<file path="src/rtl/demux16_deser_pkg.sv">
// Shared types and constants for the bit-select link receive-side deserializer.
// Imported by the top module and by the select decoder.
package demux16_deser_pkg;

   localparam int DEF_WIDTH = 16;
   localparam int DEF_SEL_W = 4;

   localparam logic [DEF_WIDTH-1:0] ALL_ONES = {DEF_WIDTH{1'b1}};

   typedef enum logic {
      COLLECT = 1'b0,
      HOLD    = 1'b1
   } state_t;

endpackage

</file>
<file path="src/rtl/demux_bit_decoder.sv">
// Turns a bit index into a one-hot write enable; the structural inverse of the
// bit-select mux. An index beyond WIDTH-1 yields an all-zero enable.
module demux_bit_decoder
   import demux16_deser_pkg::*;
#(
   parameter int WIDTH = DEF_WIDTH,
   parameter int SEL_W = DEF_SEL_W
) (
   input  logic [SEL_W-1:0] sel,
   input  logic             en,
   output logic [WIDTH-1:0] onehot
);

   always_comb begin
      onehot = '0;
      for (int i = 0; i < WIDTH; i++) begin
         if (en && (sel == i[SEL_W-1:0])) begin
            onehot[i] = 1'b1;
         end
      end
   end

endmodule

</file>
<file path="src/rtl/demux16_deser.sv">
// Serial-to-parallel frame assembler: steers one addressed bit per handshake into
// a WIDTH-bit frame and offers the frame once full or force-closed by in_last.
module demux16_deser
   import demux16_deser_pkg::*;
#(
   parameter int WIDTH = DEF_WIDTH,
   parameter int SEL_W = DEF_SEL_W
) (
   input  logic             clk,
   input  logic             rst_n,
   input  logic             in_valid,
   output logic             in_ready,
   input  logic             in_bit,
   input  logic [SEL_W-1:0] in_sel,
   input  logic             in_last,
   output logic             out_valid,
   input  logic             out_ready,
   output logic [WIDTH-1:0] out_data,
   output logic [WIDTH-1:0] out_mask,
   output logic             out_dup
);

   state_t           state, state_nxt;
   logic [WIDTH-1:0] data_q;
   logic [WIDTH-1:0] mask_q;
   logic             dup_q;

   logic             accept;
   logic             xfer;
   logic [WIDTH-1:0] wr_en;
   logic [WIDTH-1:0] mask_upd;
   logic             frame_done;

   // wr_en is already gated by accept, so it is zero whenever nothing is taken
   demux_bit_decoder #(
      .WIDTH (WIDTH),
      .SEL_W (SEL_W)
   ) u_dec (
      .sel    (in_sel),
      .en     (accept),
      .onehot (wr_en)
   );

   assign accept     = in_valid & in_ready;
   assign xfer       = out_valid & out_ready;
   assign mask_upd   = mask_q | wr_en;
   assign frame_done = (&mask_upd) | in_last;

   always_comb begin
      state_nxt = state;
      in_ready  = 1'b0;
      out_valid = 1'b0;
      case (state)
         COLLECT: begin
            in_ready = 1'b1;
            if (accept && frame_done) begin
               state_nxt = HOLD;
            end
         end
         HOLD: begin
            out_valid = 1'b1;
            if (out_ready) begin
               state_nxt = COLLECT;
            end
         end
         default: state_nxt = COLLECT;
      endcase
   end

   always_ff @(posedge clk or negedge rst_n) begin
      if (!rst_n) begin
         state <= COLLECT;
      end else begin
         state <= state_nxt;
      end
   end

   // Accept and transfer are mutually exclusive: HOLD never raises in_ready
   always_ff @(posedge clk or negedge rst_n) begin
      if (!rst_n) begin
         data_q <= '0;
         mask_q <= '0;
         dup_q  <= 1'b0;
      end else if (accept) begin
         data_q <= (data_q & ~wr_en) | (wr_en & {WIDTH{in_bit}});
         mask_q <= mask_upd;
         if (|(mask_q & wr_en)) begin
            dup_q <= 1'b1;
         end
      end else if (xfer) begin
         data_q <= '0;
         mask_q <= '0;
         dup_q  <= 1'b0;
      end
   end

   assign out_data = data_q;
   assign out_mask = mask_q;
   assign out_dup  = dup_q;

endmodule

</file>
<file path="config.mk">
export PLATFORM = sky130hd
export DESIGN_NAME = demux16_deser
export DESIGN_NICKNAME = d
export VERILOG_FILES = /design/src/rtl/demux16_deser_pkg.sv /design/src/rtl/demux_bit_decoder.sv /design/src/rtl/demux16_deser.sv
export SDC_FILE = /design/constraint.sdc
export NUM_CORES = 1
export LEC_CHECK = 0
export ABC_CLOCK_PERIOD_IN_PS = 2700
export CORE_MARGIN = 3
export CORE_UTILIZATION = 48
export DETAILED_ROUTE_END_ITERATION = 8
export PLACE_DENSITY = 0.89
export SYNTH_ARGS = -nofsm -noshare
export SYNTH_HDL_FRONTEND = slang
export SYNTH_SLANG_ARGS = --single-unit
</file>
<file path="constraint.sdc">
create_clock -name clk -period 2.7 [get_ports clk]
set_clock_uncertainty 0.1 [all_clocks]
set_input_delay 0.81 -clock clk [delete_from_list [all_inputs] [get_ports clk]]
set_output_delay 0.81 -clock clk [all_outputs]
set_load 0.005 [all_outputs]
</file>
# Word-level counts from Yosys, hierarchy flattened
# Index checks and enable logic that the tools add are counted.
# word_totals
ff_bits	34
inputBits	10
# classes
eq_ne	16
mux	27
n_bitwise	10
reduce_logical	22
# ops
cell	count
$and A16 B16 Y16	3
$mux W16	3
$eq A4 B4 Y1 const B	8
$or A16 B16 Y16	2
$mux W1	23
$logic_and A1 B1 Y1	17
$eq A4 B3 Y1 const B	4
$not A16 Y16	1
$reduce_and A16 Y1	1
$reduce_or A16 Y1	1
$eq A4 B2 Y1 const B	2
$eq A4 B1 Y1 const B	1
$logic_not A4 Y1	1
$and A1 B1 Y1	2
$ne A2 B1 Y1 const B	1
$pmux W1 S2	1
$reduce_and A2 Y1	1
$reduce_bool A2 Y1	1
$not A1 Y1	1
$or A1 B1 Y1	1

# Logic depth before layout (Yosys ltp)
# Gate-level depths: netlist (run 1).
# depth
word_depth	10
mapped_depth	7

# Hierarchy
# A second synthesis (run 1) with hierarchy kept.
# hier_totals
hier_cells	191
hier_area_um2	1659.1
# modules_own_cells
module	n_inst	cells_per_inst	area_per_inst_um2	seq_area_each_um2
demux16_deser	1	168	1541.5	850.8
demux_bit_decoder	1	23	117.6	0.0

# Least setup slack after synthesis (run 1)
# No wires, ideal clock.
# synth_timing
kind	input-to-reg
start	input in_sel[1]
end	register state
setup_time_ps	76
arrival_ps	2276
t_required_ps	2524
path_slack_ps	247
path_stages	6
cell_sequence	buf_2 -> or4b_4 -> nor2_1 -> a22oi_1 -> a2111o_1 -> o21ai_1
# synth_via
elab_chain_cells	9
# synth_lines
element	line_no	source
start, declared	demux16_deser.sv:14	input logic [SEL_W-1:0] in_sel,
$eq A4 B1 Y1 (tied with other cells)	demux_bit_decoder.sv:17	if (en && (sel == i[SEL_W-1:0])) begin
$logic_and A1 B1 Y1	demux_bit_decoder.sv:17	
$mux W1	demux_bit_decoder.sv:17	
$or A16 B16 Y16 (*)	demux16_deser.sv:46	assign mask_upd = mask_q | wr_en;
$reduce_and A16 Y1 (*)	demux16_deser.sv:47	assign frame_done = (&mask_upd) | in_last;
$or A1 B1 Y1 (*)	demux16_deser.sv:47	
$logic_and A1 B1 Y1 (*)	demux16_deser.sv:56	if (accept && frame_done) begin
$mux W1 (*)	demux16_deser.sv:56	
$pmux W1 S2 (*)	demux16_deser.sv:53	case (state)
via state_nxt	demux16_deser.sv:23	state_t state, state_nxt;
end signal, assigned	demux16_deser.sv:74	state <= state_nxt;
end, declared	demux16_deser.sv:23	
# The timed path passes the listed nets; every way through them passes the cells marked *.
# A chain may end at the register's enable or synchronous reset.

# Worst setup path after layout (run 1)
# Same ends and word-level chain as after synthesis.

==> qor.yml, run 1 <==
power_leakage_nw: 1.06
grtUsageTotal_pct: 26.0
reg2reg_from: "state"
viasPerCell: 5.55
peakVddDrop_mv: 0.370
hold_path.class: "register to register"
async_flop_share_pct: 100
cpMaxStageDelayCell: "or4b_4"
drive_above_1_share_pct: 15.7
totalPowerFinal_mw: 1.28
gp_congestion: 0.974
status: "completed"
start_util_pct: 50.8
p_sw_uw: 369
layout.nets: 283
post_cts_buffers: 0
yosys_most_used_dff: "dfrtp_1"
syn-num-nets: 216
layout_common_cells: "clkdlybuf4s50_1 (44), nand2_1 (41), nor2_1 (40)"
slew_headroom_pct: 54.9
hold_viol_final: 0
avgSynthCellArea_um2: 8.43
ys_ff_latch: 34
pwr-share-clk_pct: 28.9
final_area_um2: 2480
grt-ovfl-total: 0
port_buffers: 44
dp.final_hpwl_um: 3670
setup_viol: 0
cts_buffer_depth: 2
crit_chain: "clkdlybuf4s50_1 > buf_4 > or4b_4 > nor2_1 > a22oi_1 > a2111o_1 > o21ai_1"
htreeDepth: 2
rrSetupSlack_ns: 0.51
final_common_cell: "clkdlybuf4s50_1"
cts_hold_buf: 0
ys_types: 41
netlist_area_um2: 1740
synth_warnings: 0
drv_slew: 0
finalCritPeriodShare_pct: 94.1
clk_pin_slew_worst_paths_ns: 0.11
holdCritStartpoint: "out_data[0]"
syn_to_final_growth_pct: 42.9
tightest_slew_ns: 0.674
r2r-end: "state"
p_sw_share_pct: 28.8
io_pins: 45
antenna_found_initial: 0
cts.sink_count: 34
clk_latency_ns: 0.35
cts_buffers: 5
critPathKind: "primary input to register"
grt_max_degree: 35
cts_tree: "done"
place_area_um2: 2400
dp_cells: 312
setup-tns-final_ns: 0
drc: 0
clock-root-buffer: "clkbuf_4"
combPwrFrac_pct: 24.0
grt_pass1_vias: 1699
die_w_um: 66.2
worst-path-max-fanout: 6
synth_edf_count: 0
first_pass_iters: 4
maxCapViolCount: 0
dieArea_um2: 4380
critical_path.max_stage_delay_ns: 0.55
cts_resized: 0
fin_crit_ns: 2.54
max_freq_mhz: 393
synthCells: 206
synth-seq-area-share_pct: 49.0
critPathLaunchType: "primary input"
core-area_um2: 3420
drt_iter0_drc: 191
layoutNonFillerInstCount: 320
n_antenna_cell: 0
crit_buf_inv: 2
hold_slack_ns: 0.412
wl_per_cell_um: 15.9
hold_end: "out_data[0]"
place_ws_ns: -0.186
rsz0062_at_grt: "false"
r2r_cells: 5
hold_depth: 2
num_vias: 1777
finish.utilization_pct: 72.6
cp-end-kind: "register"
worst_slack_ns: 0.158
worstPathRequired_ns: 2.88
grt_first_pass_wirelength_um: 8340
ant_nets: 0
critPathArrivalTime_ns: 2.73
wl_um: 5080
internal-power_uw: 912
die_y_um: 66.2
path_delay_family: "simple AND/OR/NAND/NOR gates"
p_per_area_nw_per_um2: 516
p_seq_share_pct: 47.2
core.rowCount: 21
## per-layer routing
metal  GRT usage, %  part of all wire (%)  vias up
met5              0                     0        -
met1           36.3                    44      818
li1               -                     -      844
met4           12.2                   3.0        0
met2           36.7                    44      103
met3           7.65                   9.6       12
## flip-flops by register name (all words and copies together) (netlist names)
signal / count
out_data: 16
out_mask: 16
out_dup: 1
state: 1
## cell families (layout without fill, tap and decap cells)
kind of cell           after synthesis  count (layout)  share of synthesized area, %
buffers and inverters               17              85                          4.11
and+or+nand+nor                    114             114                          30.9
AOI/OAI and AO/OA                   38              38                          14.1
DFF                                 34              34                          49.0
muxes                                3               3                          1.87
## cells in the mapped netlist, types with 2 or more instances
| cell type | n | share of area (%) |
|---|---|---|
| inv_1 | 2 | 0.43 |
| o21bai_1 | 2 | 0.86 |
| nand2_1 | 41 | 8.9 |
| nand2b_1 | 3 | 1.1 |
| nand4b_1 | 2 | 1.0 |
| nor2_1 | 40 | 8.6 |
| a22oi_1 | 6 | 2.6 |
| nand3_1 | 12 | 3.5 |
| mux2_2 | 2 | 1.3 |
| dfrtp_1 | 34 | 49 |
| o21ai_0 | 14 | 4.0 |
| a21oi_1 | 5 | 1.4 |
| and2_1 | 3 | 1.1 |
| buf_2 | 3 | 0.86 |
| clkbuf_1 | 11 | 2.4 |
## worst register-to-register path, cell delays in order (launching register included)
cell and delay [ns]:
dfrtp_1 0.51, and4bb_1 0.39, a32oi_1 0.13, or4_1 0.53, a2111o_1 0.36, o21ai_1 0.12
## power groups by stage
stage / clock [mW] / sequential (mW) / combinational, mW
detailed placement: 0 / 0.612 / 0.304
global route: 0.408 / 0.610 / 0.336
CTS: 0.379 / 0.603 / 0.308
floorplan: 0 / 0.597 / 0.125
global placement: 0 / 0.612 / 0.301
finish: 0.370 / 0.604 / 0.307
## area by class of cell
| cell class | instances | area, um^2 |
|---|---|---|
| repair buffers | 75 | 673 |
| flip-flops and latches | 34 | 851 |
| fillers | 253 | 935 |
| clock buffers | 5 | 37.5 |
| inverters | 2 | 7.51 |
| clock inverters | 3 | 40.0 |
| well taps | 46 | 57.6 |
| multi-input cells | 155 | 815 |
## worst max-delay path by stage
stage	from	endpoint	slack, ns	cells after the start
after global routing	in_valid	state	0.09	7
after detailed placement	in_sel[1]	state	-0.19	7
after global placement	in_sel[1]	state	-0.15	7
final	in_sel[1]	state	0.16	7
after floorplan	in_sel[1]	state	0.25	6
after CTS	in_sel[1]	state	0.18	7
Note: power is estimated with default switching activity, not from simulation.
==> inputs of run 2 (changes only) <==
--- a/config.mk
+++ b/config.mk
@@ -6,6 +6,7 @@
 export NUM_CORES = 1
 export LEC_CHECK = 0
 export ABC_CLOCK_PERIOD_IN_PS = 2700
+export CAP_MARGIN = 0
 export CORE_MARGIN = 3
 export CORE_UTILIZATION = 48
 export DETAILED_ROUTE_END_ITERATION = 8
==> results of run 2 <==
The final DEF is identical to that of run 1; final timing and power are the same.
==> inputs of run 3 (changes only) <==
--- a/config.mk
+++ b/config.mk
@@ -9,6 +9,7 @@
 export CAP_MARGIN = 0
 export CORE_MARGIN = 3
 export CORE_UTILIZATION = 48
+export CTS_CLUSTER_DIAMETER = 60
 export DETAILED_ROUTE_END_ITERATION = 8
 export PLACE_DENSITY = 0.89
 export SYNTH_ARGS = -nofsm -noshare
==> results of run 3 <==
The final DEF is identical to that of run 1; final timing and power are the same.
